==> src/rtl/led_pkg.sv <==
// -----------------------------------------------------------------------------
// led_pkg
//   Shared types and helpers for the LED mode sequencer.
//   - state_e : sequencer FSM states
//   - req_e   : a mode-change request (none / next / prev)
//   - LED_OFF : all eight active-low LEDs dark
//   - pick_req()  : resolves coincident button pulses (next wins over prev)
//   - step_sel()  : modular next/previous mode index
// -----------------------------------------------------------------------------
package led_pkg;

  typedef enum logic [1:0] {
    RUN      = 2'd0,
    FADE_OUT = 2'd1,
    SWAP     = 2'd2,
    FADE_IN  = 2'd3
  } state_e;

  typedef enum logic [1:0] {
    REQ_NONE = 2'd0,
    REQ_NEXT = 2'd1,
    REQ_PREV = 2'd2
  } req_e;

  localparam logic [7:0] LED_OFF = 8'hFF;

  // Button pulses arriving in the same cycle: next beats prev.
  function automatic req_e pick_req(input logic nxt, input logic prv);
    if (nxt) return REQ_NEXT;
    if (prv) return REQ_PREV;
    return REQ_NONE;
  endfunction

  // Mode index after one step in the given direction, wrapping at both ends.
  function automatic int step_sel(input int sel, input int num_modes, input req_e dir);
    if (dir == REQ_PREV) return (sel == 0) ? num_modes - 1 : sel - 1;
    return (sel == num_modes - 1) ? 0 : sel + 1;
  endfunction

endpackage

==> src/rtl/led_fade_gate.sv <==
// -----------------------------------------------------------------------------
// led_fade_gate
//   PWM brightness gate for the active-low LED bus. A free-running counter
//   sweeps 0..PWM_PERIOD-1; the LEDs pass through while the counter is below
//   level*(PWM_PERIOD/FADE_STEPS), otherwise they are forced dark. The result
//   is registered, so led_out lags its inputs by one clock.
//
// Ports
//   clk      in   system clock
//   rst      in   synchronous, active-high reset
//   level    in   brightness, 0 (dark) .. FADE_STEPS (full pass-through)
//   led_in   in   [7:0] selected driver pattern (active-low)
//   led_out  out  [7:0] gated pattern (active-low), registered
// -----------------------------------------------------------------------------
module led_fade_gate
  import led_pkg::*;
#(
  parameter  int PWM_PERIOD = 2400,
  parameter  int FADE_STEPS = 16,
  localparam int LEVEL_W    = $clog2(FADE_STEPS + 1)
) (
  input  logic               clk,
  input  logic               rst,
  input  logic [LEVEL_W-1:0] level,
  input  logic [7:0]         led_in,
  output logic [7:0]         led_out
);

  // Wide enough to hold PWM_PERIOD itself, which is the full-brightness threshold.
  localparam int PWM_W = $clog2(PWM_PERIOD + 1);
  localparam int TICKS_PER_LEVEL = PWM_PERIOD / FADE_STEPS;
  localparam logic [PWM_W-1:0] PWM_LAST = PWM_W'(PWM_PERIOD - 1);

  logic [PWM_W-1:0] pwm_q, pwm_d;
  logic [PWM_W-1:0] thresh;
  logic [7:0]       led_q, led_d;

  always_comb begin
    pwm_d  = (pwm_q == PWM_LAST) ? '0 : pwm_q + PWM_W'(1);
    thresh = PWM_W'(level) * PWM_W'(TICKS_PER_LEVEL);
    led_d  = (pwm_q < thresh) ? led_in : LED_OFF;
  end

  // NOTE: sequential state is written only with non-blocking assignments so every
  // flop samples the pre-edge values of its neighbours.
  always_ff @(posedge clk) begin
    if (rst) begin
      pwm_q <= '0;
      led_q <= LED_OFF;
    end else begin
      pwm_q <= pwm_d;
      led_q <= led_d;
    end
  end

  assign led_out = led_q;

endmodule

==> src/rtl/led_mode_sequencer.sv <==
// -----------------------------------------------------------------------------
// led_mode_sequencer
//   Chooses which of NUM_MODES LED drivers owns the eight board LEDs and
//   crossfades between them: fade out, swap the selection (pulsing the new
//   driver's restart), fade back in. Mode changes come from next/prev button
//   pulses or from a dwell timer when auto_en is high. Requests that arrive
//   during a crossfade are held in a one-deep pending slot (latest wins) and
//   start the next crossfade as soon as the current fade-in completes.
//
// Ports
//   clk           in   system clock
//   rst           in   synchronous, active-high reset
//   btn_next      in   1-cycle pulse, request next mode
//   btn_prev      in   1-cycle pulse, request previous mode
//   auto_en       in   level, enables dwell-timer auto-advance
//   mode_led      in   [8*NUM_MODES-1:0] driver outputs, mode m at [8m+7:8m]
//   led_out       out  [7:0] gated, muxed LED drive (active-low)
//   mode_sel      out  index of the mode currently displayed
//   mode_restart  out  [NUM_MODES-1:0] one-hot restart pulse in the SWAP cycle
//   busy          out  high in FADE_OUT / SWAP / FADE_IN
// -----------------------------------------------------------------------------
module led_mode_sequencer
  import led_pkg::*;
#(
  parameter  int NUM_MODES       = 4,
  parameter  int PWM_PERIOD      = 2400,
  parameter  int FADE_STEPS      = 16,
  parameter  int FADE_STEP_TICKS = 2400,
  parameter  int DWELL_TICKS     = 24_000_000,
  localparam int SEL_W           = $clog2(NUM_MODES)
) (
  input  logic                   clk,
  input  logic                   rst,
  input  logic                   btn_next,
  input  logic                   btn_prev,
  input  logic                   auto_en,
  input  logic [8*NUM_MODES-1:0] mode_led,
  output logic [7:0]             led_out,
  output logic [SEL_W-1:0]       mode_sel,
  output logic [NUM_MODES-1:0]   mode_restart,
  output logic                   busy
);

  localparam int LEVEL_W = $clog2(FADE_STEPS + 1);
  localparam int STEP_W  = $clog2(FADE_STEP_TICKS + 1);
  localparam int DWELL_W = $clog2(DWELL_TICKS + 1);

  localparam logic [LEVEL_W-1:0] LEVEL_MAX  = LEVEL_W'(FADE_STEPS);
  localparam logic [LEVEL_W-1:0] LEVEL_ONE  = LEVEL_W'(1);
  localparam logic [STEP_W-1:0]  STEP_LAST  = STEP_W'(FADE_STEP_TICKS - 1);
  localparam logic [DWELL_W-1:0] DWELL_LAST = DWELL_W'(DWELL_TICKS - 1);

  state_e             state_q,    state_d;
  logic [LEVEL_W-1:0] level_q,    level_d;
  logic [STEP_W-1:0]  step_q,     step_d;
  logic [DWELL_W-1:0] dwell_q,    dwell_d;
  req_e               dir_q,      dir_d;      // direction of the crossfade in flight
  req_e               pending_q,  pending_d;
  logic [SEL_W-1:0]   mode_sel_q, mode_sel_d;

  req_e       btn_req;
  req_e       run_req;
  req_e       resume_req;
  logic       step_last;
  logic       dwell_exp;
  logic [7:0] led_mux;

  // ---------------------------------------------------------------------------
  // State register
  // ---------------------------------------------------------------------------
  always_ff @(posedge clk) begin
    if (rst) begin
      state_q    <= FADE_IN;
      level_q    <= '0;
      step_q     <= '0;
      dwell_q    <= '0;
      dir_q      <= REQ_NONE;
      pending_q  <= REQ_NONE;
      mode_sel_q <= '0;
    end else begin
      state_q    <= state_d;
      level_q    <= level_d;
      step_q     <= step_d;
      dwell_q    <= dwell_d;
      dir_q      <= dir_d;
      pending_q  <= pending_d;
      mode_sel_q <= mode_sel_d;
    end
  end

  // ---------------------------------------------------------------------------
  // Next-state logic
  // ---------------------------------------------------------------------------
  always_comb begin
    // NOTE: every signal written here gets a default first, so no path through
    // the case statement can leave one unassigned and infer a latch.
    state_d    = state_q;
    level_d    = level_q;
    step_d     = '0;
    dwell_d    = '0;
    dir_d      = dir_q;
    pending_d  = pending_q;
    mode_sel_d = mode_sel_q;

    btn_req    = pick_req(btn_next, btn_prev);
    dwell_exp  = auto_en && (dwell_q == DWELL_LAST);
    run_req    = (btn_req != REQ_NONE) ? btn_req : (dwell_exp ? REQ_NEXT : REQ_NONE);
    // A button in the last fade-in cycle is newer than whatever is pending.
    resume_req = (btn_req != REQ_NONE) ? btn_req : pending_q;
    step_last  = (step_q == STEP_LAST);

    unique case (state_q)
      RUN: begin
        if (run_req != REQ_NONE) begin
          state_d = FADE_OUT;
          dir_d   = run_req;
        end else if (auto_en) begin
          dwell_d = dwell_q + DWELL_W'(1);
        end
      end

      FADE_OUT: begin
        if (btn_req != REQ_NONE) pending_d = btn_req;
        step_d = step_last ? '0 : step_q + STEP_W'(1);
        if (step_last) begin
          if (level_q <= LEVEL_ONE) begin
            level_d    = '0;
            state_d    = SWAP;
            // Selection changes on entry to SWAP so the restart pulse and the
            // displayed index agree during the SWAP cycle.
            mode_sel_d = SEL_W'(step_sel(int'(mode_sel_q), NUM_MODES, dir_q));
          end else begin
            level_d = level_q - LEVEL_ONE;
          end
        end
      end

      SWAP: begin
        if (btn_req != REQ_NONE) pending_d = btn_req;
        state_d = FADE_IN;
      end

      FADE_IN: begin
        if (btn_req != REQ_NONE) pending_d = btn_req;
        step_d = step_last ? '0 : step_q + STEP_W'(1);
        if (step_last) begin
          if (level_q >= LEVEL_MAX - LEVEL_ONE) begin
            level_d = LEVEL_MAX;
            if (resume_req != REQ_NONE) begin
              // Queued request: skip RUN and start the next crossfade directly.
              state_d   = FADE_OUT;
              dir_d     = resume_req;
              pending_d = REQ_NONE;
            end else begin
              state_d = RUN;
            end
          end else begin
            level_d = level_q + LEVEL_ONE;
          end
        end
      end

      default: state_d = FADE_IN;
    endcase

    // The step counter restarts on every state entry.
    if (state_d != state_q) step_d = '0;
  end

  // ---------------------------------------------------------------------------
  // Outputs
  // ---------------------------------------------------------------------------
  always_comb begin
    busy         = (state_q != RUN);
    mode_sel     = mode_sel_q;
    mode_restart = '0;
    if (state_q == SWAP) mode_restart[mode_sel_q] = 1'b1;
  end

  // The gate sees the next-cycle selection and level: its output register then
  // lines up with the state/mode_sel values visible in the same cycle, which
  // keeps the LEDs dark throughout SWAP.
  always_comb begin
    led_mux = LED_OFF;
    for (int m = 0; m < NUM_MODES; m++) begin
      if (mode_sel_d == SEL_W'(m)) led_mux = mode_led[8*m +: 8];
    end
  end

  led_fade_gate #(
    .PWM_PERIOD (PWM_PERIOD),
    .FADE_STEPS (FADE_STEPS)
  ) u_gate (
    .clk     (clk),
    .rst     (rst),
    .level   (level_d),
    .led_in  (led_mux),
    .led_out (led_out)
  );

endmodule

==> config.mk <==
export PLATFORM = sky130hd
export DESIGN_NAME = led_mode_sequencer
export DESIGN_NICKNAME = d
export VERILOG_FILES = /design/src/rtl/led_pkg.sv /design/src/rtl/led_fade_gate.sv /design/src/rtl/led_mode_sequencer.sv
export SDC_FILE = /design/constraint.sdc
export NUM_CORES = 1
export LEC_CHECK = 0
export CORE_MARGIN = 1.5
export CORE_UTILIZATION = 33
export CTS_CLUSTER_SIZE = 24
export DETAILED_ROUTE_END_ITERATION = 6
export PLACE_DENSITY_LB_ADDON = 0.08
export SYNTH_ARGS = -nofsm -noshare
export SYNTH_HDL_FRONTEND = slang
export SYNTH_SLANG_ARGS = --single-unit
==> constraint.sdc <==
create_clock -name clk -period 5.6 [get_ports clk]
set_input_delay 1.12 -clock clk [delete_from_list [all_inputs] [get_ports clk]]
set_output_delay 1.12 -clock clk [all_outputs]
set_load 0.02 [all_outputs]
==> impl_metrics.json <==
{
  "cts_sinks": 70,
  "cp-end-kind": "register",
  "finalSetupTns_ns": 0,
  "critPathMostFrequentCell": "ha_1",
  "clk_latency_ns": 0.34,
  "cts_hold_repair.buffers": 0,
  "slew_violations": 0,
  "post_drt_wl_per_cell_microns": 12.9,
  "mostFrequentLayoutCells": "nor2_1 (73), dfxtp_1 (68), clkdlybuf4s50_1 (51)",
  "dr.first_iter.drc_count": 172,
  "synth_top_area_cell": "dfxtp_1",
  "grt_start_max_net_pins": 26,
  "ys_seq_elements": 70,
  "antenna_left": 0,
  "final_common_cell": "nor2_1",
  "vias_per_cell": 4.92,
  "ios": 52,
  "hold_violations": 0,
  "syn-num-nets": 576,
  "rsz0062_at_grt": "false",
  "io_buffers": 51,
  "fmax_mhz": 195,
  "row_count": 41,
  "path_class": "register to register",
  "coreArea_sq_um": 12600,
  "synth.area.top_cells": "dfxtp_1 (33%), ha_1 (11%), nor2_1 (6.4%)",
  "power.switching_mw": 0.245,
  "hpwl_microns": 6910,
  "cp_slowest_cell": "fa_1",
  "grt_antenna_before_repair": 0,
  "ys_types": 58,
  "gp_congestion": 0.783,
  "cts_resized": 0,
  "cp_max_fo": 8,
  "synthFlopType": "dfxtp_1",
  "cts_tree": "built",
  "irDropWorstVdd_mv": 0.122,
  "hold_ws_ns": 0.451,
  "clk_path_buf_depth": 2,
  "syn-cell-area_sq_um": 4270,
  "drc": 0,
  "cell_internal_pwr_mw": 0.880,
  "swShare_pct": 21.8,
  "track_usage_pct": 14.6,
  "firstDrtPassIters": 4,
  "cts_buffers": 9,
  "synth.top_cell.area_share_pct": 32.8,
  "cts_max_level": 3,
  "synth_edf_count": 0,
  "skew_ns": 0.0107,
  "power_leakage_nw": 2.08,
  "postCtsSetupBuffers": 0,
  "nets": 632,
  "relSlewSlack_pct": 43.7,
  "die_width_microns": 117,
  "netlist_instances": 497,
  "min_path_type": "register to register",
  "outcome": "completed",
  "yosysWarnings": 0,
  "drive_gt1_share_pct": 9.34,
  "synth_area_per_cell_sq_um": 8.59,
  "async_flop_share_pct": 0,
  "clk_transition_reported_paths_ns": 0.06,
  "cp.arrival_ns": 5.36,
  "clock_power_share_pct": 49.9,
  "root_buffer": "clkbuf_16",
  "vias": 3589,
  "pwr-share-seq_pct": 45.1,
  "crit_required_ns": 5.82,
  "dieArea_sq_um": 13600,
  "slowest_delay_ns": 0.49,
  "powerDensity_nw_per_um2": 213,
  "finalSetupViolations": 0,
  "grt_pass1_wl_microns": 15700,
  "post-route-period-util_pct": 91.6,
  "grt_pass1_vias": 3358,
  "comb_power_share_pct": 5.0,
  "cap_violations": 0,
  "min_period_ns": 5.13,
  "diodes": 0,
  "yosysSeqAreaShare_pct": 32.8,
  "worst_pin_slew_ns": 0.837,
  "fp.dieH_microns": 117,
  "start_util_pct": 33.8,
  "area_delta_synth_final_pct": 23.5,
  "gr-total-overflow": 0,
  "worstSetupStartpointType": "register",
  "wl_microns": 9420
}
==> routing by layer <==
layer / global-route usage, % / part of all wire [%] / vias up
li1: - / - / 1859
met1: 19.4 / 49 / 1648
met3: 3.04 / 5.3 / 11
met2: 22.8 / 44 / 71
met5: 0 / 0 / -
met4: 6.51 / 1.7 / 0
==> worst paths after layout <==
path                   start           endpoint  slack [ns]  depth (start not counted)
setup / recovery  level_q[0]  u_gate.led_out[1]        0.47                         25
setup reg to reg  level_q[0]  u_gate.led_out[1]        0.47                         25
hold reg to reg    step_q[0]          step_q[0]        0.45                          1
hold / removal     step_q[0]          step_q[0]        0.45                          1
==> kinds of logic after synthesis <==
| group | share of synthesized area, % |
|---|---|
| DFF | 32.8 |
| AOI/OAI and AO/OA | 10.1 |
| xor gates and xnor gates | 10.0 |
| and+or+nand+nor | 27.2 |
| muxes | 2.49 |
| buffers and inverters | 4.54 |
| adders and majority gates | 12.8 |
==> critical path, delay by kind of cell, from the launching register on <==
family          cells  cell delay [ns]
flops               1             0.34
compound gates      9             1.67
fa+ha+maj           6             1.79
simple gates        6             0.80
buf+inv             3             0.24
xor+xnor            1             0.19
==> power groups by stage <==
stage	clock network [mW]	registers [mW]	logic, mW
finish	0.562	0.508	0.0557
detailed placement	0	0.519	0.0556
CTS	0.581	0.508	0.0561
global placement	0	0.519	0.0558
floorplan	0	0.519	0.0222
global route	0.599	0.508	0.0611
==> final cells by class <==
class                      instances  area [sq um]
inverter                          22          82.6
clock inverter                     6          63.8
multi-input combinational        390          2710
fill                            1299          7340
sequential                        70          1400
timing repair buffer              60           578
tap                              172           215
clock buffer                       9           225
==> cell usage after synthesis, types with 8 or more instances <==
| cell type | count |
|---|---|
| nor2_1 | 73 |
| dfxtp_1 | 70 |
| ha_1 | 39 |
| nand3_1 | 33 |
| xor2_1 | 29 |
| nand2_1 | 28 |
| inv_1 | 22 |
| xnor2_1 | 20 |
| a21oi_1 | 18 |
| and3_1 | 17 |
| o21ai_0 | 15 |
| nand4_1 | 10 |
| nor2b_1 | 8 |
| nor3_1 | 8 |
==> flip-flops by register name (all words and copies together), names as in the netlist <==
name / flops
u_gate.led_out: 8
step_q: 12
dir_q: 2
pending_q: 2
level_q: 5
state_q: 2
mode_sel: 2
u_gate.pwm_q: 12
dwell_q: 25
==> stage by stage <==
step | utilization [%] | cells | power, mW | cell area [sq um] | setup WS (ns)
finish | 41.8 | 729 | 1.13 | 5280 | 0.469
global route | 41.8 | 729 | 1.17 | 5280 | 0.00706
CTS | 41.5 | 729 | 1.14 | 5240 | 0.289
detailed placement | 39.3 | 714 | 0.574 | 4950 | 0.333
global placement | 39.3 | 714 | 0.574 | 4950 | 0.393
floorplan | - | 497 | 0.542 | 4270 | 0.541
No activity file was read; power rests on OpenSTA's default activity.
